[config.mk]
export PLATFORM = sky130hd
export DESIGN_NAME = s2p_rr_sched
export DESIGN_NICKNAME = d
export VERILOG_FILES = /design/src/rtl/s2p_pkg.sv /design/src/rtl/s2p_rr_arb.sv /design/src/rtl/s2p_rr_sched.sv
export SDC_FILE = /design/constraint.sdc
export NUM_CORES = 1
export LEC_CHECK = 0
export ABC_AREA = 0
export BUFFER_PORTS_ARGS = -buffer_cell sky130_fd_sc_hd__buf_4
export CAP_MARGIN = 20
export CORE_MARGIN = 5
export CORE_UTILIZATION = 50
export CTS_CLUSTER_DIAMETER = 200
export CTS_CLUSTER_SIZE = 20
export DETAILED_ROUTE_END_ITERATION = 12
export GPL_ROUTABILITY_DRIVEN = 0
export GPL_TIMING_DRIVEN = 0
export PLACE_DENSITY_LB_ADDON = 0.12
export SETUP_SLACK_MARGIN = 0.5
export SLEW_MARGIN = 0
export SYNTH_ARGS = -nofsm -noshare
export SYNTH_HDL_FRONTEND = slang
export SYNTH_SLANG_ARGS = --single-unit
[constraint.sdc]
create_clock -name clk -period 2.7 [get_ports clk]
set_input_delay 0.405 -clock clk [delete_from_list [all_inputs] [get_ports clk]]
set_output_delay 0.405 -clock clk [all_outputs]
set_load 0.02 [all_outputs]
[src/rtl/s2p_pkg.sv]
// Shared definitions for the round-robin serial-to-parallel scheduler.
// Holds the FSM state encoding, a constant clog2 helper and the default word width.
// Optional parity framing is selected by the S2P_PARITY_EN macro in the top level.
`timescale 1ns/1ps
package s2p_pkg;

  typedef enum logic [1:0] {
    ST_IDLE  = 2'd0,
    ST_SHIFT = 2'd1,
    ST_HOLD  = 2'd2
  } state_t;

  localparam int DEFAULT_WORD_W = 4;

  // Ceiling log2, usable in constant expressions; returns 0 for n <= 1.
  function automatic int clog2(input int n);
    int r;
    r = 0;
    for (int i = 0; i < 31; i++) begin
      if ((1 << r) < n) r = r + 1;
    end
    return r;
  endfunction

endpackage

[src/rtl/s2p_rr_arb.sv]
// Combinational round-robin picker: first set request at or after ptr, wrapping.
// Ports: req (requests), ptr (highest-priority index) -> pick_oh (one-hot),
//        pick_idx (binary index of the pick), any (at least one request set).
`timescale 1ns/1ps
module s2p_rr_arb #(
  parameter int NUM_REQ = 4,
  parameter int ID_W    = 2
) (
  input  logic [NUM_REQ-1:0] req,
  input  logic [ID_W-1:0]    ptr,
  output logic [NUM_REQ-1:0] pick_oh,
  output logic [ID_W-1:0]    pick_idx,
  output logic               any
);

  int              idx;
  logic [ID_W-1:0] sel;

  always_comb begin
    pick_oh  = '0;
    pick_idx = '0;
    any      = 1'b0;
    idx      = 0;
    sel      = '0;
    for (int i = 0; i < NUM_REQ; i++) begin
      // ptr is always < NUM_REQ, so one subtraction suffices for the wrap.
      idx = int'(ptr) + i;
      if (idx >= NUM_REQ) idx = idx - NUM_REQ;
      sel = ID_W'(idx);
      if (!any && req[sel]) begin
        any           = 1'b1;
        pick_idx      = sel;
        pick_oh[sel]  = 1'b1;
      end
    end
  end

endmodule

[src/rtl/s2p_rr_sched.sv]
// Round-robin scheduler sharing one serial-to-parallel deserializer among NUM_REQ serial lanes.
// Ports: clk/rst (async active-high); req/sdata per lane in; gnt one-hot out; busy;
//        out_data/out_id/out_perr/out_valid with out_ready handshake; abort pulse on dropped frame.
// Macro S2P_PARITY_EN: frame carries a trailing even-parity bit and out_perr reports mismatches.
`timescale 1ns/1ps
module s2p_rr_sched
  import s2p_pkg::*;
#(
  parameter int NUM_REQ = 4,
  parameter int WORD_W  = DEFAULT_WORD_W,
  parameter int ID_W    = 2
) (
  input  logic               clk,
  input  logic               rst,
  input  logic [NUM_REQ-1:0] req,
  input  logic [NUM_REQ-1:0] sdata,
  output logic [NUM_REQ-1:0] gnt,
  output logic               busy,
  output logic [WORD_W-1:0]  out_data,
  output logic [ID_W-1:0]    out_id,
  output logic               out_valid,
  input  logic               out_ready,
  output logic               out_perr,
  output logic               abort
);

`ifdef S2P_PARITY_EN
  localparam int FL = WORD_W + 1;
`else
  localparam int FL = WORD_W;
`endif
  localparam int              CNT_W = clog2(FL + 1);
  localparam logic [CNT_W-1:0] LAST = CNT_W'(FL - 1);

  state_t             state_q,     state_d;
  logic [NUM_REQ-1:0] gnt_q,       gnt_d;
  logic [CNT_W-1:0]   cnt_q,       cnt_d;
  logic [WORD_W-1:0]  shreg_q,     shreg_d;
  logic [ID_W-1:0]    ptr_q,       ptr_d;
  logic [ID_W-1:0]    cur_q,       cur_d;
  logic [WORD_W-1:0]  out_data_q,  out_data_d;
  logic [ID_W-1:0]    out_id_q,    out_id_d;
  logic               out_valid_q, out_valid_d;
  logic               out_perr_q,  out_perr_d;
  logic               abort_q,     abort_d;
  logic               busy_q,      busy_d;

  logic [NUM_REQ-1:0] pick_oh;
  logic [ID_W-1:0]    pick_idx;
  logic               pick_any;
  logic               sbit;

  s2p_rr_arb #(
    .NUM_REQ (NUM_REQ),
    .ID_W    (ID_W)
  ) u_arb (
    .req      (req),
    .ptr      (ptr_q),
    .pick_oh  (pick_oh),
    .pick_idx (pick_idx),
    .any      (pick_any)
  );

  // Only the granted lane is ever sampled.
  assign sbit = sdata[cur_q];

  always_comb begin
    state_d     = state_q;
    gnt_d       = gnt_q;
    cnt_d       = cnt_q;
    shreg_d     = shreg_q;
    ptr_d       = ptr_q;
    cur_d       = cur_q;
    out_data_d  = out_data_q;
    out_id_d    = out_id_q;
    out_valid_d = out_valid_q;
    out_perr_d  = out_perr_q;
    abort_d     = 1'b0;

    case (state_q)
      ST_IDLE: begin
        if (pick_any) begin
          state_d = ST_SHIFT;
          gnt_d   = pick_oh;
          cur_d   = pick_idx;
          cnt_d   = '0;
          // Pointer moves past the winner now, so an aborted frame still loses its turn.
          ptr_d   = (pick_idx == ID_W'(NUM_REQ - 1)) ? '0 : pick_idx + 1'b1;
        end
      end

      ST_SHIFT: begin
        if (!req[cur_q]) begin
          // Source withdrew mid-frame: drop the partial word.
          abort_d = 1'b1;
          gnt_d   = '0;
          cnt_d   = '0;
          state_d = ST_IDLE;
        end else if (cnt_q == LAST) begin
          gnt_d       = '0;
          cnt_d       = '0;
          state_d     = ST_HOLD;
          out_valid_d = 1'b1;
          out_id_d    = cur_q;
`ifdef S2P_PARITY_EN
          // Last bit is the parity bit; data bits are already complete in shreg.
          out_data_d  = shreg_q;
          out_perr_d  = (^shreg_q) ^ sbit;
`else
          out_data_d  = {shreg_q[WORD_W-2:0], sbit};
          out_perr_d  = 1'b0;
`endif
        end else begin
          shreg_d = {shreg_q[WORD_W-2:0], sbit};
          cnt_d   = cnt_q + 1'b1;
        end
      end

      ST_HOLD: begin
        if (out_ready) begin
          out_valid_d = 1'b0;
          state_d     = ST_IDLE;
        end
      end

      default: begin
        state_d = ST_IDLE;
        gnt_d   = '0;
        cnt_d   = '0;
      end
    endcase

    busy_d = (state_d != ST_IDLE);
  end

  always_ff @(posedge clk or posedge rst) begin
    if (rst) begin
      state_q     <= ST_IDLE;
      gnt_q       <= '0;
      cnt_q       <= '0;
      shreg_q     <= '0;
      ptr_q       <= '0;
      cur_q       <= '0;
      out_data_q  <= '0;
      out_id_q    <= '0;
      out_valid_q <= 1'b0;
      out_perr_q  <= 1'b0;
      abort_q     <= 1'b0;
      busy_q      <= 1'b0;
    end else begin
      state_q     <= state_d;
      gnt_q       <= gnt_d;
      cnt_q       <= cnt_d;
      shreg_q     <= shreg_d;
      ptr_q       <= ptr_d;
      cur_q       <= cur_d;
      out_data_q  <= out_data_d;
      out_id_q    <= out_id_d;
      out_valid_q <= out_valid_d;
      out_perr_q  <= out_perr_d;
      abort_q     <= abort_d;
      busy_q      <= busy_d;
    end
  end

  assign gnt       = gnt_q;
  assign busy      = busy_q;
  assign out_data  = out_data_q;
  assign out_id    = out_id_q;
  assign out_valid = out_valid_q;
  assign out_perr  = out_perr_q;
  assign abort     = abort_q;

endmodule

==> impl_metrics.csv <==
group,metric,value,unit
global_routing,grt.busiest_layer,"met2",
synthesis,ys.flop_type,"dfrtp_1",
pwr,clkPwrFrac,0.067,
global_routing,grt_max_degree,26,
pwr,ir_worst_vdd,0.000590,V
global_routing,track_usage,0.196,
timing,fin_crit,2.32,ns
cts,root_buffer,"clkbuf_4",
pwr,p_leak,0.000992,uW
finish,seq_area,628,sq um
cts,htree_levels,1,
worst_setup_path,cpMostUsedCell,"buf_6",
cts,clk_latency,0.31,ns
floorplan,fp-row-count,21,
global_routing,grt_pass1_vias,1540,
worst_setup_path,startpoint_type,"flip-flop",
timing,period_share,0.858,
cts,cts.sinks,25,
timing,worst_clock_skew,0.00410,ns
synthesis,syn_inst,171,
routing,drc,0,
routing,drt_pass1_iterations,4,
worst_setup_path,worst_path_largest_cell_delay,0.44,ns
floorplan,core_area,3280,sq um
synthesis,avgSynthCellArea,9.80,sq um
cts,cts_tree,"built",
finish,utilization,0.651,
worst_setup_path,cp.required,2.94,ns
pwr,swShare,0.439,
finish,fillers,272,
global_routing,met3_usage,0.0558,
finish,n_antenna_cell,0,
synthesis,ys_warn_count,0,
global_routing,grt_pass1_wl,6910,um
synthesis,synth.top_cells.by_area,"dfrtp_1 37%, ha_1 6.7%, mux2_2 6.7%",
worst_setup_path,path_cells,"buf_6, clkbuf_16, inv_8, ha_4, mux4_2, buf_6, or4_1, nand4_1, a221oi_2, o2bb2ai_1",
routing,vias,1543,
job,cap_violations,0,
floorplan,die_y,67.9,um
global_routing,globalRouteOverflowTotal,0,
finish,layout.nets,231,
synthesis,synth_common_cells,"25 x dfrtp_1, 15 x nand2_1, 13 x inv_1",
synthesis,mappedNetlistNets,191,
place,dp.cells,239,
synthesis,synth_edf_count,0,
worst_setup_path,critPathCaptureType,"flip-flop",
synthesis,ys_seq_area_frac,0.373,
timing,setup_viol,0,
floorplan,die_w,67.9,um
outcome,outcome,"finished, final reports clean",
worst_setup_path,critPathSlowestCell,"dfrtp_2",
global_routing,grtUsageMet1,0.262,
worst_setup_path,crit_arrival,2.55,ns
place,hpwlAfterDp,2800,um
cts,hold_buffers,0,
routing,routedWlPerCell,16.2,um
finish,area_delta_synth_final,27.6,%
worst_setup_path,rrSetupSlack,0.38,ns
timing,finalHoldViolations,0,
finish,final_cell_count_no_fill,256,
pwr,pwr-share-seq,0.252,
routing,via_per_inst,6.03,
cts,cts.clk_slew.worst_paths,0.12,ns
synthesis,synth_cell_types,43,
cts,cts_buffers,3,
cts,clk_path_buf_depth,2,
worst_setup_path,criticalPathCategory,"flip-flop to flip-flop",
global_routing,antenna_found_initial,0,
global_routing,met2_usage,0.315,
timing,max-slew-margin-rel,0.398,
pwr,p_sw,1050,uW
routing,ant_nets,0,
timing,tightest_slew,0.902,ns
routing,wl,4150,um
synthesis,synth.top_cell.area_share,0.373,
place,portBuffers,22,
synthesis,synth_most_common_cell,"dfrtp_1",
worst_hold_path,holdCritPathClass,"input port to async pin",
worst_setup_path,crit_buf_inv,4,
finish,drive_above_1_share,0.362,
synthesis,synth-async-reset-ratio,1.00,
synthesis,yosys.area.top_type,"dfrtp_1",
pwr,p_comb_frac,0.681,
routing,drt_iter0_markers,109,
timing,drv_slew,0,
worst_setup_path,crit_fanout,8,
pwr,p_int,1340,uW
floorplan,ioPinCount,25,
timing,fmax,431,MHz
pwr,p_per_area,1120,nW/um^2
worst_setup_path,crit_family,"simple AND/OR/NAND/NOR gates",
synthesis,synth.cell_area,1680,sq um
timing,rsz0062_at_grt,"true",
timing,fin_tns_setup,0,ns
synthesis,synth-seq-cells,25,
timing,fin_hold_ws,0.280,ns
finish,multi_input_area,1000,sq um
floorplan,die_area,4610,sq um
floorplan,initial_core_util,0.510,
cells by family after synthesis:
logic type | share of synthesized area
muxes | 0.127
DFF | 0.373
xor gates and xnor gates | 0.00522
and+or+nand+nor | 0.228
adders and majority gates | 0.0672
AOI/OAI and AO/OA | 0.127
other | 0.00224
buffers and inverters | 0.0701
through the flow:
step / total power (uW) / cell area (sq um) / setup WS, ns
3_5_place_dp: 1970 / 1960 / 0.156
3_3_place_gp: 1920 / 1960 / 0.212
2_1_floorplan: 1630 / 1730 / 0.455
6_report: 2390 / 2140 / 0.382
4_1_cts: 2310 / 2100 / 0.426
5_1_grt: 2560 / 2140 / 0.329
power groups by stage:
stage / sequential, uW / combinational [uW] / clock, uW
5_1_grt: 624 / 1750 / 187
4_1_cts: 603 / 1540 / 169
3_5_place_dp: 629 / 1340 / 0
3_3_place_gp: 621 / 1300 / 0
2_1_floorplan: 671 / 957 / 0
6_report: 602 / 1630 / 160
final cells by class:
class / instances / share of cell area
multi-input combinational: 122 / 0.469
sequential: 25 / 0.294
timing repair buffer: 34 / 0.118
buffer: 12 / 0.0503
inverter: 13 / 0.0298
tap: 46 / 0.0269
clock buffer: 4 / 0.0123
timing repair:
item                       CTS  global route
gates cloned                 2             0
pin swaps                    7             1
gates resized for setup      8             5
setup buffers                9             2
setup endpoints to repair    5             5
per-layer routing:
metal / up-vias / wire length (um)
met3: 8 / 269
li1: 717 / -
met2: 69 / 2010
met1: 749 / 1810
met5: - / 0
met4: 0 / 67
placed cells by master, fill, tap and decap left out, drive strengths merged, types with 8 or more instances in the layout:
master  count
buf        41
clkbuf      9
dfrtp      25
ha          9
inv        13
mux2       10
nand2      15
nand4      12
nor2        8
or4        10
flip-flops by register name, summed over array words and instances (netlist names), named ones only:
| signal | cells |
|---|---|
| out_data | 4 |
| cur_q | 2 |
| cnt_q | 3 |
| shreg_q | 3 |
| busy | 1 |
| out_id | 2 |
| gnt | 4 |
| state_q | 2 |
| abort | 1 |
| out_valid | 1 |
| ptr_q | 1 |
worst paths after layout:
check | startpoint | endpoint | depth (start not counted)
min in group clk | out_ready | out_valid | 2
max in group asynchronous | rst | async pin | 2
max | flip-flop | gnt[1] | 10
min | rst | gnt[3] | 2
min reg2reg | out_id[0] | out_id[0] | 2
max reg2reg | flip-flop | gnt[1] | 10
No activity file was read; power rests on OpenSTA's default activity.
